[config.mk]
export PLATFORM = sky130hd
export DESIGN_NAME = input_port_flat
export DESIGN_NICKNAME = d
export VERILOG_FILES = /design/src/rtl/input_port_pkg.sv /design/src/rtl/input_port_if.sv /design/src/rtl/input_port_debouncer.sv /design/src/rtl/input_port.sv /design/src/flat_wrapper.sv
export SDC_FILE = /design/constraint.sdc
export NUM_CORES = 1
export LEC_CHECK = 0
export BUFFER_PORTS_ARGS = -buffer_cell sky130_fd_sc_hd__buf_2
export CAP_MARGIN = 30
export CORE_UTILIZATION = 32
export CTS_BUF_LIST = sky130_fd_sc_hd__clkbuf_8 sky130_fd_sc_hd__clkbuf_16
export DETAILED_ROUTE_END_ITERATION = 8
export PLACE_DENSITY = 0.53
export SLEW_MARGIN = 5
export SYNTH_ARGS = -nofsm -noshare
export SYNTH_HDL_FRONTEND = slang
export SYNTH_SLANG_ARGS = --single-unit
[constraint.sdc]
create_clock -name clk -period 2 [get_ports clk]
set_input_delay 0.4 -clock clk [delete_from_list [all_inputs] [get_ports clk]]
set_output_delay 0.4 -clock clk [all_outputs]
set_load 0.1 [all_outputs]
[src/rtl/input_port_pkg.sv]
// Shared types and constants for the input_port block: debounce FSM encoding and
// default debounce lengths for simulation and board builds.
package input_port_pkg;

  typedef enum logic [1:0] {
    StIdleLo = 2'd0,
    StWaitHi = 2'd1,
    StIdleHi = 2'd2,
    StWaitLo = 2'd3
  } db_state_e;

  localparam int unsigned DebounceCyclesSim   = 16;
  localparam int unsigned DebounceCyclesBoard = 500000;

  // Bits needed to count 0 .. n-1 (at least one bit).
  function automatic int unsigned cnt_bits(input int unsigned n);
    return (n <= 2) ? 1 : $clog2(n);
  endfunction

endpackage

[src/rtl/input_port_if.sv]
// Switch/button entry and CPU IN-handshake signals of input_port.
// The slave side is the port itself; the master side is the board/CPU environment.
interface input_port_if #(
  parameter int unsigned DataWidth  = 16,
  parameter int unsigned CountWidth = 3
);
  logic [DataWidth-1:0]  sw;
  logic                  btn;
  logic                  status;
  logic [DataWidth-1:0]  in_data;
  logic                  control;
  logic [CountWidth-1:0] count;
  logic                  full;
  logic                  overflow;

  modport master (
    output sw, btn, status,
    input  in_data, control, count, full, overflow
  );

  modport slave (
    input  sw, btn, status,
    output in_data, control, count, full, overflow
  );
endinterface

[src/rtl/input_port_debouncer.sv]
// Two-flop synchronizer plus debounce FSM; emits a one-cycle pulse when a press
// has been stable for DebounceCycles synchronized samples.
module input_port_debouncer
  import input_port_pkg::*;
#(
  parameter int unsigned DebounceCycles = DebounceCyclesSim
) (
  input  logic clk,
  input  logic rst,
  input  logic raw_i,
  output logic level_o,
  output logic rise_pulse_o
);

  localparam int unsigned CntW = cnt_bits(DebounceCycles);
  localparam logic [CntW-1:0] CntLast = CntW'(DebounceCycles - 1);

  logic [1:0]      sync_q;
  logic            in_s;
  db_state_e       state_q, state_d;
  logic [CntW-1:0] cnt_q, cnt_d;

  assign in_s = sync_q[1];

  always_ff @(posedge clk or posedge rst) begin
    if (rst) begin
      sync_q  <= 2'b00;
      state_q <= StIdleLo;
      cnt_q   <= '0;
    end else begin
      sync_q  <= {sync_q[0], raw_i};
      state_q <= state_d;
      cnt_q   <= cnt_d;
    end
  end

  always_comb begin
    state_d      = state_q;
    cnt_d        = cnt_q;
    rise_pulse_o = 1'b0;
    unique case (state_q)
      StIdleLo: if (in_s) begin
        state_d = StWaitHi;
        cnt_d   = '0;
      end
      StWaitHi: begin
        if (!in_s) begin
          state_d = StIdleLo;
        end else if (cnt_q == CntLast) begin
          state_d      = StIdleHi;
          rise_pulse_o = 1'b1;
        end else begin
          cnt_d = cnt_q + 1'b1;
        end
      end
      StIdleHi: if (!in_s) begin
        state_d = StWaitLo;
        cnt_d   = '0;
      end
      StWaitLo: begin
        // Release is debounced the same way but produces no pulse.
        if (in_s) begin
          state_d = StIdleHi;
        end else if (cnt_q == CntLast) begin
          state_d = StIdleLo;
        end else begin
          cnt_d = cnt_q + 1'b1;
        end
      end
      default: state_d = StIdleLo;
    endcase
  end

  assign level_o = (state_q == StIdleHi) || (state_q == StWaitLo);

endmodule

[src/rtl/input_port.sv]
// Switch-entry stage for the CPU IN instruction: debounced presses queue the
// synchronized switch word in a FIFO that is drained one word per CPU request.
module input_port
  import input_port_pkg::*;
#(
  parameter int unsigned DataWidth      = 16,
  parameter int unsigned FifoDepth      = 4,
  parameter int unsigned DebounceCycles = DebounceCyclesSim
) (
  input logic         clk,
  input logic         rst,
  input_port_if.slave port
);

  localparam int unsigned PtrW   = $clog2(FifoDepth);
  localparam int unsigned CountW = PtrW + 1;

  logic [DataWidth-1:0] sw_meta_q, sw_sync_q;
  logic [DataWidth-1:0] mem_q [FifoDepth];
  logic [PtrW-1:0]      wr_ptr_q, wr_ptr_d, rd_ptr_q, rd_ptr_d;
  logic [CountW-1:0]    count_q, count_d;
  logic                 overflow_q, overflow_d;
  logic                 press, btn_level;
  logic                 not_empty, is_full, pop, push;

  input_port_debouncer #(
    .DebounceCycles(DebounceCycles)
  ) u_debounce (
    .clk         (clk),
    .rst         (rst),
    .raw_i       (port.btn),
    .level_o     (btn_level),
    .rise_pulse_o(press)
  );

  a_press_level: assert property (@(posedge clk) disable iff (rst) press |=> btn_level);

  always_ff @(posedge clk or posedge rst) begin
    if (rst) begin
      sw_meta_q <= '0;
      sw_sync_q <= '0;
    end else begin
      sw_meta_q <= port.sw;
      sw_sync_q <= sw_meta_q;
    end
  end

  assign not_empty = (count_q != '0);
  assign is_full   = (count_q == CountW'(FifoDepth));
  assign pop       = port.status & not_empty;
  // A pop in the same cycle frees a slot, so a press while full is still accepted.
  assign push      = press & (~is_full | pop);

  always_comb begin
    wr_ptr_d   = wr_ptr_q;
    rd_ptr_d   = rd_ptr_q;
    count_d    = count_q;
    overflow_d = overflow_q | (press & ~push);
    if (push) wr_ptr_d = wr_ptr_q + 1'b1;
    if (pop)  rd_ptr_d = rd_ptr_q + 1'b1;
    unique case ({push, pop})
      2'b10:   count_d = count_q + 1'b1;
      2'b01:   count_d = count_q - 1'b1;
      default: count_d = count_q;
    endcase
  end

  always_ff @(posedge clk or posedge rst) begin
    if (rst) begin
      wr_ptr_q   <= '0;
      rd_ptr_q   <= '0;
      count_q    <= '0;
      overflow_q <= 1'b0;
    end else begin
      wr_ptr_q   <= wr_ptr_d;
      rd_ptr_q   <= rd_ptr_d;
      count_q    <= count_d;
      overflow_q <= overflow_d;
    end
  end

  always_ff @(posedge clk) begin
    if (push) mem_q[wr_ptr_q] <= sw_sync_q;
  end

  assign port.in_data  = not_empty ? mem_q[rd_ptr_q] : '0;
  assign port.control  = pop;
  assign port.count    = count_q;
  assign port.full     = is_full;
  assign port.overflow = overflow_q;

endmodule

[src/flat_wrapper.sv]
// flat-port wrapper written by rule: the top's interface ports become plain ports
module input_port_flat import input_port_pkg::*;
#(
  parameter int unsigned DataWidth      = 16,
  parameter int unsigned FifoDepth      = 4,
  parameter int unsigned DebounceCycles = DebounceCyclesSim
)
  (clk, rst, port_sw, port_btn, port_status, port_in_data, port_control, port_count, port_full, port_overflow);
  input_port_if #(.DataWidth(DataWidth), .CountWidth(3)) port_i ();
  input logic clk;
  input logic rst;
  input wire logic [$bits(port_i.sw)-1:0] port_sw;
  input wire logic [$bits(port_i.btn)-1:0] port_btn;
  input wire logic [$bits(port_i.status)-1:0] port_status;
  output wire logic [$bits(port_i.in_data)-1:0] port_in_data;
  output wire logic [$bits(port_i.control)-1:0] port_control;
  output wire logic [$bits(port_i.count)-1:0] port_count;
  output wire logic [$bits(port_i.full)-1:0] port_full;
  output wire logic [$bits(port_i.overflow)-1:0] port_overflow;
  assign port_i.sw = port_sw;
  assign port_i.btn = port_btn;
  assign port_i.status = port_status;
  assign port_in_data = port_i.in_data;
  assign port_control = port_i.control;
  assign port_count = port_i.count;
  assign port_full = port_i.full;
  assign port_overflow = port_i.overflow;
  input_port #(.DataWidth(DataWidth), .FifoDepth(FifoDepth), .DebounceCycles(DebounceCycles)) u_core (.clk(clk), .rst(rst), .port(port_i));
endmodule
==> summary.txt <==
share of cells above drive strength 1 - 46.4%
Critical Path RT - 1.60 ns
commonest cells after routing, fill and taps aside - edfxtp_1, dfrtp_1, buf_12
drt total wl - 7.05 mm
Comb power frac - 51.3%
vias in the first global route - 2,137
Seq cells post-synth - 112
TritonCTS clock tree - built
max frequency - 461 MHz
clock buffer depth - 2
final net count - 315
synth unique cells - 32
Die W - 115 um
post-synthesis sequential area ratio - 76.7%
CP Class - flop to primary output
Buffers on Ports - 41
tightest hold margin - 0.0714 ns
1st-pass router iterations - 4
largest net degree at the start of global routing - 28
Mean Syn Cell Area - 19.5 um2
Root Buffer - clkbuf_16
commonest non-fill, non-tap cell in the layout - edfxtp_1
CP max FO - 7
Rows - 40
Vias - 2,014
Slew Limit Fails - 0
total gr overflow - 0
Peak VDD IR - 0.00107 V
CORE AREA - 12,200 um2
Crit Reg-Reg Endpoint - u_core.port.count[2]$_DFFE_PP0P_
placer's final routability congestion estimate - 0.699
CTS clk-pin slew, worst paths - 0.08 ns
max cap viols - 0
# fillers - 1,085
Die ar. - 13,200 um2
Ports - 42
crit path from - u_core.rd_ptr_q[0]$_DFFE_PP0P_
detailed placer's ending HPWL - 4.49 mm
Antenna Cells - 0
area post-placement - 4830 um2
Clock power frac - 19.3%
GRT Util Overall - 12.0%
Switching Fraction - 41.2%
leakage power - 2.20 nW
sequential share of power - 29.4%
end of the critical path - port_in_data[1]
htree depth - 3
Setup Skew - 0.0117 ns
Setup-failing EPs final - 19
PD cells - 1630 nW/um2
ANT nets after route - 0
Power Internal - 5.33 mW
syn_nets - 236
Post-Place Setup Slack - -0.0367 ns
ys flop type - edfxtp_1
first-pass GRT wire length - 11.4 mm
status - complete, but fails checks
clock sinks - 112
Initial Util - 33.3%
R2R cell count - 11
CP arrival - 1.77 ns
min Tclk post-route - 2.17 ns
Vias per Instance - 4.37
P_sw - 3.73 mW
chip height - 115 um
PnR worst setup slack - -0.169 ns
Skew-Pair Late Insertion Delay - 0.35 ns
Post-Synthesis Cells - 209
r2r setup slk - -0.06 ns
final hold viol count - 0
crit start category - flop
synthesized area - 4070 um2
drt initial violations - 62
multi-input logic area - 1050 um2
# DRC - 0
Design Area, Final - 5550 um2
CP endpoint kind - primary output
Slew @ Worst Pin - 0.513 ns
WL/cell - 15.3 um
TritonCTS Buffers - 9
R2R Path Start - u_core.port.count[0]$_DFFE_PP0P_
RSZ-0062 raised after global routing - true
Worst slew margin - 65.7%
worst min-delay path class - primary input to asynchronous set/reset pin
warnings from Yosys - 0
antenna violations before repair - 0
Post-synth EDFFs - 64
FF/Latch Area - 3130 um2
period utilization - 108%
violated checks - negative setup slack
async set-reset flop share out of synthesis - 42.9%
area grow syn2layout - 36.4%
critical path, stage by stage (launching register included):
cell and delay [ns]:
dfrtp_1 0.41, buf_6 0.19, mux4_2 0.51, nor2b_4 0.15, buf_12 0.16
metrics by stage:
| stage | cells | power (mW) | setup TNS, ns | util, % |
|---|---|---|---|---|
| finish | 461 | 9.05 | -2.27 | 45.5 |
| global route | 461 | 9.39 | -3.89 | 45.5 |
| CTS | 459 | 9.13 | -2.69 | 45.3 |
| detailed placement | 436 | 6.27 | -0.0367 | 39.6 |
| global placement | 436 | 6.26 | 0 | 39.6 |
| floorplan | 209 | 5.66 | -1.90 | - |
final cells by class:
type / count / area share, %
multi-input cells: 85 / 18.9
clock buffers: 9 / 4.05
repair buffers: 73 / 15.1
well taps: 168 / 3.78
flip-flops and latches: 112 / 56.4
inverters: 7 / 0.473
clock inverters: 7 / 1.31
state kept, by name (all words and copies together), names as in the netlist, named ones only:
register                   flops
u_core.sw_sync_q              16
u_core.u_debounce.cnt_q        4
u_core.wr_ptr_q                2
u_core.rd_ptr_q                2
u_core.u_debounce.sync_q       2
u_core.sw_meta_q              16
u_core.u_debounce.state_q      1
u_core.port.overflow           1
u_core.port.count              3
u_core.mem_q                  64
synthesized netlist by cell type, types with 2 or more instances:
master / n / area [um2]
nand2b_1: 2 / 12.5
nand3_1: 6 / 30.0
o21ai_0: 2 / 10.0
nand2_1: 3 / 11.3
a21oi_1: 4 / 20.0
nor2b_1: 17 / 106
inv_1: 7 / 26.3
and2_1: 4 / 25.0
xnor2_1: 4 / 35.0
nor2_1: 2 / 7.51
ha_1: 6 / 75.1
and3_1: 2 / 12.5
xor2_1: 4 / 35.0
buf_6: 2 / 22.5
dfrtp_1: 48 / 1200
edfxtp_1: 64 / 1920
mux4_2: 16 / 360
buf_2: 2 / 10.0
layer usage:
layer	global-route usage [%]	routed length, um
met4	6.15	150
met1	15.3	3150
met2	19.2	3520
met3	2.95	228
met5	0	0
what timing repair did:
item | 4_1_cts | 5_1_grt
buffers inserted | 6 | 2
pin swaps | 3 | 3
gates cloned | 1 | 0
endpoints found under the setup margin | 18 | 19
resized for setup | 84 | 1
hold buffers | 0 | 0
power groups by stage:
stage | registers (mW) | clock network (mW) | logic (mW)
2_1_floorplan | 2.93 | 0 | 2.73
3_3_place_gp | 2.69 | 0 | 3.57
3_5_place_dp | 2.70 | 0 | 3.57
4_1_cts | 2.66 | 1.81 | 4.67
5_1_grt | 2.68 | 1.90 | 4.81
6_report | 2.66 | 1.75 | 4.64
logic make-up after synthesis:
kind of cell	share of synthesized area (%)
flip-flops	76.7
multiplexers	9.65
AND/OR/NAND/NOR	6.91
buffers and inverters	1.54
AO/OA/AOI/OAI	1.14
adder cells (fa/ha/maj)	2.34
XOR/XNOR	1.72
worst min-delay path by stage:
| stage | from | to | slack, ns |
|---|---|---|---|
| 2_1_floorplan | u_core.sw_meta_q[0]$_DFF_PP0_ | u_core.sw_sync_q[0]$_DFF_PP0_ | 0.33 |
| 3_5_place_dp | u_core.sw_meta_q[10]$_DFF_PP0_ | u_core.sw_sync_q[10]$_DFF_PP0_ | 0.33 |
| 6_report | rst | u_core.sw_meta_q[11]$_DFF_PP0_ | 0.07 |
| 3_3_place_gp | u_core.sw_meta_q[7]$_DFF_PP0_ | u_core.sw_sync_q[7]$_DFF_PP0_ | 0.33 |
| 4_1_cts | rst | u_core.sw_sync_q[6]$_DFF_PP0_ | 0.09 |
| 5_1_grt | rst | u_core.sw_meta_q[11]$_DFF_PP0_ | 0.12 |
(Power assumes the default switching activity.)
